[src/rtl/nand_target_io.sv]
// Device-side ONFI NAND pin responder.
// Samples the controller's pins, turns WE# rising edges into command/address/data
// strobes, answers RE# falling edges from a read FIFO or the status register, and
// drives R/B# from a busy timer.
module nand_target_io #(
  parameter int FIFO_DEPTH = 16,
  parameter int T_BUSY     = 64,
  parameter int T_RST      = 16
) (
  input  logic        clk,
  input  logic        rst,
  input  logic        nand_ce_n,
  input  logic        nand_cle,
  input  logic        nand_ale,
  input  logic        nand_we_n,
  input  logic        nand_re_n,
  input  logic        nand_wp_n,
  input  logic [15:0] nand_dq_in,
  output logic [15:0] nand_dq_out,
  output logic        nand_dq_oe,
  output logic        nand_rb_n,
  output logic        cmd_valid,
  output logic [7:0]  cmd_byte,
  output logic        addr_valid,
  output logic [7:0]  addr_byte,
  output logic [2:0]  addr_index,
  output logic        data_valid,
  output logic [15:0] data_word,
  input  logic        fill_valid,
  input  logic [15:0] fill_data,
  output logic        fill_ready,
  output logic        underrun
);

  localparam int AW   = (FIFO_DEPTH > 1) ? $clog2(FIFO_DEPTH) : 1;
  localparam int CW   = AW + 1;
  localparam int TMAX = (T_BUSY > T_RST) ? T_BUSY : T_RST;
  localparam int TW   = $clog2(TMAX) + 1;

  localparam logic [CW-1:0] FULL_CNT  = CW'(FIFO_DEPTH);
  localparam logic [CW-1:0] CNT_ONE   = CW'(1);
  localparam logic [AW-1:0] PTR_ONE   = AW'(1);
  localparam logic [TW-1:0] BUSY_LOAD = TW'(T_BUSY - 1);
  localparam logic [TW-1:0] RST_LOAD  = TW'(T_RST - 1);
  localparam logic [TW-1:0] TMR_ONE   = TW'(1);
  localparam logic [TW-1:0] TMR_ZERO  = TW'(0);

  typedef enum logic {BSY_READY = 1'b0, BSY_BUSY = 1'b1} busy_state_e;
  typedef enum logic {MODE_ARRAY = 1'b0, MODE_STATUS = 1'b1} read_mode_e;

  // Pin sampling: first stage for every pin, second stage only for the strobes.
  logic        r_ce_n_q, r_cle_q, r_ale_q, r_we_n_q, r_re_n_q, r_wp_n_q;
  logic [15:0] r_dq_q;
  logic        d_we_n_q, d_re_n_q;

  busy_state_e busy_q, busy_d;
  logic [TW-1:0] timer_q, timer_d;
  logic        rb_n_q;
  read_mode_e  mode_q, mode_d;

  logic        cmd_valid_q, cmd_valid_d;
  logic [7:0]  cmd_byte_q, cmd_byte_d;
  logic        addr_valid_q, addr_valid_d;
  logic [7:0]  addr_byte_q, addr_byte_d;
  logic [2:0]  addr_index_q, addr_index_d;
  logic [2:0]  idx_q, idx_d;
  logic        data_valid_q, data_valid_d;
  logic [15:0] data_word_q, data_word_d;

  logic [15:0] mem_q [FIFO_DEPTH];
  logic [AW-1:0] wr_ptr_q, wr_ptr_d, rd_ptr_q, rd_ptr_d;
  logic [CW-1:0] count_q, count_d;
  logic        fill_ready_q, fill_ready_d;
  logic        underrun_q, underrun_d;
  logic [15:0] dq_out_q, dq_out_d;
  logic        dq_oe_q, dq_oe_d;

  logic        we_rise_s, re_fall_s, re_rise_s;
  logic        cmd_det_s, addr_det_s, data_det_s;
  logic [7:0]  cmd_code_s;
  logic        cmd_acc_s, cmd_rst_s, cmd_conf_s;
  logic        fifo_empty_s, push_s, pop_s;

  assign we_rise_s  = ~r_ce_n_q & r_we_n_q & ~d_we_n_q;
  assign re_fall_s  = ~r_ce_n_q & ~r_re_n_q & d_re_n_q;
  assign re_rise_s  = r_re_n_q & ~d_re_n_q;
  assign cmd_det_s  = we_rise_s & r_cle_q & ~r_ale_q;
  assign addr_det_s = we_rise_s & r_ale_q & ~r_cle_q;
  assign data_det_s = we_rise_s & ~r_cle_q & ~r_ale_q;
  assign cmd_code_s = r_dq_q[7:0];
  // While busy only read-status and reset get through.
  assign cmd_acc_s  = cmd_det_s & (rb_n_q | (cmd_code_s == 8'h70) | (cmd_code_s == 8'hFF));
  assign cmd_rst_s  = cmd_acc_s & (cmd_code_s == 8'hFF);
  assign cmd_conf_s = cmd_acc_s & ((cmd_code_s == 8'h10) | (cmd_code_s == 8'h30) |
                                   (cmd_code_s == 8'hD0));

  assign fifo_empty_s = (count_q == {CW{1'b0}});
  assign push_s       = fill_valid & fill_ready_q & ~cmd_rst_s;
  assign pop_s        = re_fall_s & (mode_q == MODE_ARRAY) & ~fifo_empty_s & ~cmd_rst_s;

  // Busy timer: confirm/reset commands load the timer, then count down to ready.
  always_comb begin
    busy_d  = busy_q;
    timer_d = timer_q;
    if (cmd_rst_s) begin
      busy_d  = BSY_BUSY;
      timer_d = RST_LOAD;
    end else if (cmd_conf_s) begin
      busy_d  = BSY_BUSY;
      timer_d = BUSY_LOAD;
    end else begin
      case (busy_q)
        BSY_READY: begin
          busy_d  = BSY_READY;
          timer_d = timer_q;
        end
        BSY_BUSY: begin
          if (timer_q == TMR_ZERO) begin
            busy_d  = BSY_READY;
            timer_d = TMR_ZERO;
          end else begin
            busy_d  = BSY_BUSY;
            timer_d = timer_q - TMR_ONE;
          end
        end
        default: begin
          busy_d  = BSY_READY;
          timer_d = TMR_ZERO;
        end
      endcase
    end
  end

  // Read mode: status after 0x70, array after any other accepted command.
  always_comb begin
    mode_d = mode_q;
    if (cmd_acc_s) begin
      if (cmd_code_s == 8'h70) begin
        mode_d = MODE_STATUS;
      end else begin
        mode_d = MODE_ARRAY;
      end
    end else begin
      mode_d = mode_q;
    end
  end

  // Turn detected WE# rises into command/address/data strobes.
  always_comb begin
    cmd_valid_d  = cmd_acc_s;
    cmd_byte_d   = cmd_byte_q;
    addr_valid_d = addr_det_s;
    addr_byte_d  = addr_byte_q;
    addr_index_d = addr_index_q;
    idx_d        = idx_q;
    data_valid_d = data_det_s & r_wp_n_q & rb_n_q;
    data_word_d  = data_word_q;
    if (cmd_acc_s) begin
      cmd_byte_d   = cmd_code_s;
      addr_index_d = 3'd0;
      idx_d        = 3'd0;
    end else if (addr_det_s) begin
      addr_byte_d  = cmd_code_s;
      addr_index_d = idx_q;
      idx_d        = (idx_q == 3'd7) ? 3'd7 : (idx_q + 3'd1);
    end else begin
      idx_d = idx_q;
    end
    if (data_valid_d) begin
      data_word_d = r_dq_q;
    end else begin
      data_word_d = data_word_q;
    end
  end

  // Read path: FIFO pointers, DQ drive, output enable and the underrun flag.
  always_comb begin
    wr_ptr_d   = wr_ptr_q;
    rd_ptr_d   = rd_ptr_q;
    count_d    = count_q;
    underrun_d = underrun_q;
    dq_out_d   = dq_out_q;
    dq_oe_d    = dq_oe_q;

    if (re_fall_s) begin
      if (mode_q == MODE_STATUS) begin
        dq_out_d = {8'h00, r_wp_n_q, rb_n_q, rb_n_q, 5'b00000};
      end else if (!fifo_empty_s) begin
        dq_out_d = mem_q[rd_ptr_q];
      end else begin
        dq_out_d   = 16'hFFFF;
        underrun_d = 1'b1;
      end
    end else begin
      dq_out_d = dq_out_q;
    end

    if (r_ce_n_q) begin
      dq_oe_d = 1'b0;
    end else if (re_fall_s) begin
      dq_oe_d = 1'b1;
    end else if (re_rise_s) begin
      dq_oe_d = 1'b0;
    end else begin
      dq_oe_d = dq_oe_q;
    end

    if (cmd_rst_s) begin
      wr_ptr_d   = {AW{1'b0}};
      rd_ptr_d   = {AW{1'b0}};
      count_d    = {CW{1'b0}};
      underrun_d = 1'b0;
    end else begin
      if (push_s) begin
        wr_ptr_d = wr_ptr_q + PTR_ONE;
      end else begin
        wr_ptr_d = wr_ptr_q;
      end
      if (pop_s) begin
        rd_ptr_d = rd_ptr_q + PTR_ONE;
      end else begin
        rd_ptr_d = rd_ptr_q;
      end
      case ({push_s, pop_s})
        2'b10:   count_d = count_q + CNT_ONE;
        2'b01:   count_d = count_q - CNT_ONE;
        default: count_d = count_q;
      endcase
    end
    fill_ready_d = (count_d != FULL_CNT);
  end

  // FIFO storage; contents are don't-care once the count says empty.
  always_ff @(posedge clk) begin
    if (push_s && !rst) begin
      mem_q[wr_ptr_q] <= fill_data;
    end
  end

  // Pin sampling stages.
  always_ff @(posedge clk) begin
    if (rst) begin
      r_ce_n_q <= 1'b1;
      r_cle_q  <= 1'b0;
      r_ale_q  <= 1'b0;
      r_we_n_q <= 1'b1;
      r_re_n_q <= 1'b1;
      r_wp_n_q <= 1'b1;
      r_dq_q   <= 16'h0000;
      d_we_n_q <= 1'b1;
      d_re_n_q <= 1'b1;
    end else begin
      r_ce_n_q <= nand_ce_n;
      r_cle_q  <= nand_cle;
      r_ale_q  <= nand_ale;
      r_we_n_q <= nand_we_n;
      r_re_n_q <= nand_re_n;
      r_wp_n_q <= nand_wp_n;
      r_dq_q   <= nand_dq_in;
      d_we_n_q <= r_we_n_q;
      d_re_n_q <= r_re_n_q;
    end
  end

  // State registers for the FSMs, strobes and read path.
  always_ff @(posedge clk) begin
    if (rst) begin
      busy_q       <= BSY_READY;
      timer_q      <= TMR_ZERO;
      rb_n_q       <= 1'b1;
      mode_q       <= MODE_ARRAY;
      cmd_valid_q  <= 1'b0;
      cmd_byte_q   <= 8'h00;
      addr_valid_q <= 1'b0;
      addr_byte_q  <= 8'h00;
      addr_index_q <= 3'd0;
      idx_q        <= 3'd0;
      data_valid_q <= 1'b0;
      data_word_q  <= 16'h0000;
      wr_ptr_q     <= {AW{1'b0}};
      rd_ptr_q     <= {AW{1'b0}};
      count_q      <= {CW{1'b0}};
      fill_ready_q <= 1'b1;
      underrun_q   <= 1'b0;
      dq_out_q     <= 16'hFFFF;
      dq_oe_q      <= 1'b0;
    end else begin
      busy_q       <= busy_d;
      timer_q      <= timer_d;
      rb_n_q       <= (busy_d == BSY_READY);
      mode_q       <= mode_d;
      cmd_valid_q  <= cmd_valid_d;
      cmd_byte_q   <= cmd_byte_d;
      addr_valid_q <= addr_valid_d;
      addr_byte_q  <= addr_byte_d;
      addr_index_q <= addr_index_d;
      idx_q        <= idx_d;
      data_valid_q <= data_valid_d;
      data_word_q  <= data_word_d;
      wr_ptr_q     <= wr_ptr_d;
      rd_ptr_q     <= rd_ptr_d;
      count_q      <= count_d;
      fill_ready_q <= fill_ready_d;
      underrun_q   <= underrun_d;
      dq_out_q     <= dq_out_d;
      dq_oe_q      <= dq_oe_d;
    end
  end

  assign nand_dq_out = dq_out_q;
  assign nand_dq_oe  = dq_oe_q;
  assign nand_rb_n   = rb_n_q;
  assign cmd_valid   = cmd_valid_q;
  assign cmd_byte    = cmd_byte_q;
  assign addr_valid  = addr_valid_q;
  assign addr_byte   = addr_byte_q;
  assign addr_index  = addr_index_q;
  assign data_valid  = data_valid_q;
  assign data_word   = data_word_q;
  assign fill_ready  = fill_ready_q;
  assign underrun    = underrun_q;

endmodule

[config.mk]
export PLATFORM = sky130hd
export DESIGN_NAME = nand_target_io
export DESIGN_NICKNAME = d
export VERILOG_FILES = /design/src/rtl/nand_target_io.sv
export SDC_FILE = /design/constraint.sdc
export NUM_CORES = 1
export LEC_CHECK = 0
export CORE_MARGIN = 10
export CORE_UTILIZATION = 45
export CTS_BUF_LIST = sky130_fd_sc_hd__clkbuf_16
export DETAILED_ROUTE_END_ITERATION = 10
export PLACE_DENSITY = 0.66
export SLEW_MARGIN = 0
export SYNTH_ARGS = -nofsm -noshare
export SYNTH_HDL_FRONTEND = slang
export SYNTH_SLANG_ARGS = --single-unit
[constraint.sdc]
create_clock -name clk -period 3.3 [get_ports clk]
set_input_delay 0.33 -clock clk [delete_from_list [all_inputs] [get_ports clk]]
set_output_delay 0.33 -clock clk [all_outputs]
set_load 0.05 [all_outputs]
==> reports/results.ini <==
[power]
leakage_nw=5.54
total_switching_power_mw=1.94
sequentialPowerShare_pct=52.8
swShare_pct=20.5
power_report.internal_total_mw=7.55
ir_worst_vdd_mv=0.440
power.density_cell_area_nw_per_um2=567
power_frac_comb_pct=3.6
power_frac_clock_pct=43.7

[final_layout]
num_antenna_cells=0
fillers=2419
post_synthesis_to_final_layout_area_growth_pct=20.8
layout_common_cells=256 x sky130_fd_sc_hd__edfxtp_1, 109 x sky130_fd_sc_hd__dfxtp_1, 97 x sky130_fd_sc_hd__clkdlybuf4s50_1
drive_gt1_share_pct=19.2
layout_commonest_cell=sky130_fd_sc_hd__edfxtp_1
layout.nets=1033

[clocking]
path_clk_slew_ns=0.06
tritoncts.num_buffers=38
clock-sinks=367
clk_root_buffer_cell=sky130_fd_sc_hd__clkbuf_16
clock_tree_from_tritoncts=done
clock_tree.buffer_depth=3
cts_htree_levels=2
clk_latency_ns=0.53
cts_hold_buffers=0

[logic_synthesis]
synth_fa_ha_area_share_pct=0.903
postSynthNetCount=901
synth_simple_gate_area_share_pct=7.53
synthesized_area_per_cell_sq_um=16.3
ys_warn_count=0
synth-edff-count=256
area_share_of_xor_xnor_cells_in_the_synthesized_design_pct=0.569
netlist-cell-type-count=49
synth-async-reset-ratio_pct=0
yosys-mux-area-fraction_pct=12.8
synth_seq_area_share_pct=71.6
ys_ff_latch=367
synthesis.instances=850
compound_gate_portion_of_the_synthesized_area_pct=4.97
post_synth_instance_area_sq_um=13800
dominant_combinational_cell_family_by_area_after_synthesis=multiplexers
synth-main-ff-cell=sky130_fd_sc_hd__edfxtp_1

[timing]
final-setup-viol-count=0
slew-limit-headroom_pct=47.3
setup-tns-final_ns=0
setup_repair_after_global_routing_missed_its_margin=false
hold_viol=0
maxClockFrequency_ghz=0.325
hold-worst-slack_ns=0.134
min_period_over_period_pct=93.2
drv_slew=0
final_skew_ns=0.0177
worst-slew-pin-transition_ns=0.789
finalCriticalPeriod_ns=3.08

[placement]
portBuffers=98
globalplace.congestion=0.797
dp_hpwl_microns=18700

[worst_setup_path]
kind_of_capture_point_of_the_worst_setup_path=flop
critPathKind=flop to flop
worst-endpoint-required_ns=3.68
worstSetupStartpointType=flop
cells_along_the_critical_path=nand4_1, nor2_1, a21oi_1, ha_1, xor2_1, ha_1, or3b_2, o2111ai_1, a21oi_1, mux2_2, o2111ai_1
delay_heaviest_family_cp=simple AND/OR/NAND/NOR gates
slowest_delay_ns=0.45
worst_path_cell_with_the_longest_stage_delay=sky130_fd_sc_hd__or3b_2
crit_start=r_dq_q[0]
crit_path_max_fanout=6
worst_ep_arrival_time_ns=3.46
worstPathBufferInverterCount=0
reg2reg_from=r_dq_q[0]

[routing]
avgViaCountPerCell=5.42
wl_microns=29800
dr_total_vias=7635
postRouteAntennaNets=0
routed_wire_length_per_instance_microns=21.1
drt-pass1-iter-count=5
drc=0
first_iter_violations=554

[global_route]
initial_antenna_violation_count=0
grt_start_max_net_pins=69
via_count_of_the_first_global_routing_pass=7769
grt_overflow_total=0
gr-usage-all-layers_pct=15.4
grt_pass1_wl_microns=46000

[floorplanning]
chipWidth_microns=195
ioPinCount=99
core_area_sq_um=30500
core.rowCount=64
dieHeight_microns=195
floorplan.die_area_sq_um=38200
start_util_pct=45.4

[status]
run_status=complete, no violations

[worst_hold_path]
worstHoldStart=rst
min-delay-path-class=primary input to flop

[flow_run]
maxCapViolations=0

-- tightest hold or removal path: cells and delay by family --
| kind | cells | cell delay [ns] |
|---|---|---|
| AND/OR/NAND/NOR | 1 | 0.09 |
| buffers and inverters | 2 | 0.20 |
-- layout make-up --
| cell class | instances | area [sq um] | area share [%] |
|---|---|---|---|
| sequential | 367 | 9910 | 59.2 |
| multi-input combinational | 431 | 3770 | 22.5 |
| timing repair buffer | 134 | 1270 | 7.60 |
| clock buffer | 38 | 951 | 5.68 |
| tap | 396 | 495 | 2.96 |
| clock inverter | 32 | 294 | 1.76 |
| inverter | 10 | 37.5 | 0.224 |
-- what timing repair did --
action	4_1_cts	5_1_grt
buffers inserted	0	1
resized for setup	0	0
setup endpoints to repair	0	1
-- sequential cells by signal, indices dropped and copies added (netlist names), 3 cells and up, named ones only --
register,count
addr_byte,8
addr_index,3
cmd_byte,8
count_q,5
data_word,16
idx_q,3
mem_q,256
nand_dq_out,16
r_dq_q,16
rd_ptr_q,4
timer_q,7
wr_ptr_q,4
-- power by group through the flow --
stage                     registers [mW]  clock network, mW  logic, mW
after floorplan                     5.12                  0      0.161
after CTS                           5.01               4.23      0.344
after global placement              5.10                  0      0.338
after global routing                5.01               4.43      0.373
after detailed placement            5.11                  0      0.344
final                               5.01               4.14      0.340
-- cell families (layout without fill, tap and decap cells) --
family | Yosys count | in the layout
compound gates | 100 | 100
xor+xnor | 9 | 9
fa+ha+maj | 10 | 10
buf+inv | 52 | 214
flops | 367 | 367
mux | 97 | 97
simple gates | 215 | 215
-- synth_stat cells, types with 2 or more instances --
cell type	number	area (sq um)
sky130_fd_sc_hd__edfxtp_1	256	7690
sky130_fd_sc_hd__dfxtp_1	111	2220
sky130_fd_sc_hd__nand2_1	69	259
sky130_fd_sc_hd__nor2_1	66	248
sky130_fd_sc_hd__mux4_2	64	1440
sky130_fd_sc_hd__a22oi_1	39	293
sky130_fd_sc_hd__a21oi_1	34	170
sky130_fd_sc_hd__mux2i_1	30	300
sky130_fd_sc_hd__clkbuf_1	23	86.3
sky130_fd_sc_hd__nor2b_1	20	125
sky130_fd_sc_hd__buf_2	13	65.1
sky130_fd_sc_hd__nor3_1	12	60.1
sky130_fd_sc_hd__ha_1	10	125
sky130_fd_sc_hd__inv_1	10	37.5
sky130_fd_sc_hd__o21ai_0	9	45.0
sky130_fd_sc_hd__nand3_1	7	35.0
sky130_fd_sc_hd__or2_2	7	43.8
sky130_fd_sc_hd__or3_1	5	31.3
sky130_fd_sc_hd__or3b_2	5	43.8
sky130_fd_sc_hd__xnor2_1	5	43.8
sky130_fd_sc_hd__a211oi_1	4	30.0
sky130_fd_sc_hd__xor2_1	4	35.0
sky130_fd_sc_hd__a21o_1	3	22.5
sky130_fd_sc_hd__and2_1	3	18.8
sky130_fd_sc_hd__buf_4	3	22.5
sky130_fd_sc_hd__mux2_2	3	33.8
sky130_fd_sc_hd__nor4_1	3	18.8
sky130_fd_sc_hd__o2111ai_1	3	26.3
sky130_fd_sc_hd__buf_1	2	7.51
sky130_fd_sc_hd__nand2b_1	2	12.5
sky130_fd_sc_hd__nand3b_1	2	15.0
sky130_fd_sc_hd__nand4_1	2	12.5
sky130_fd_sc_hd__nor3b_1	2	15.0
sky130_fd_sc_hd__o211ai_1	2	15.0
sky130_fd_sc_hd__o41ai_4	2	55.1
sky130_fd_sc_hd__or4b_1	2	20.0
-- path summary, 6_finish.rpt --
path | endpoint | slack (ns) | cells after the start
worst max-delay path | fill_ready | 0.22 | 11
worst min-delay path | d_re_n_q | 0.13 | 3
worst max register to register | fill_ready | 0.22 | 11
worst min register to register | d_we_n_q | 0.43 | 1
-- through the flow --
stage          total power, mW  util [%]  area [sq um]  std cells  setup WS (ns)
2_1_floorplan             5.28         -         13800        850          0.177
3_3_place_gp              5.44      50.7         15500       1337          0.224
3_5_place_dp              5.45      50.7         15500       1337          0.141
4_1_cts                   9.58      54.8         16700       1407          0.121
5_1_grt                   9.81      54.9         16700       1408         0.0234
6_report                  9.49      54.9         16700       1408          0.224
-- routing by layer --
metal  share of wire, %  vias to the layer above  track usage, %
li1                   -                     3534               -
met1                 44                     3902            20.4
met2                 50                      173            25.7
met3                5.2                       26            2.95
met4                1.0                        0            3.25
met5                  0                        -               0
No activity file was read; power rests on OpenSTA's default activity.
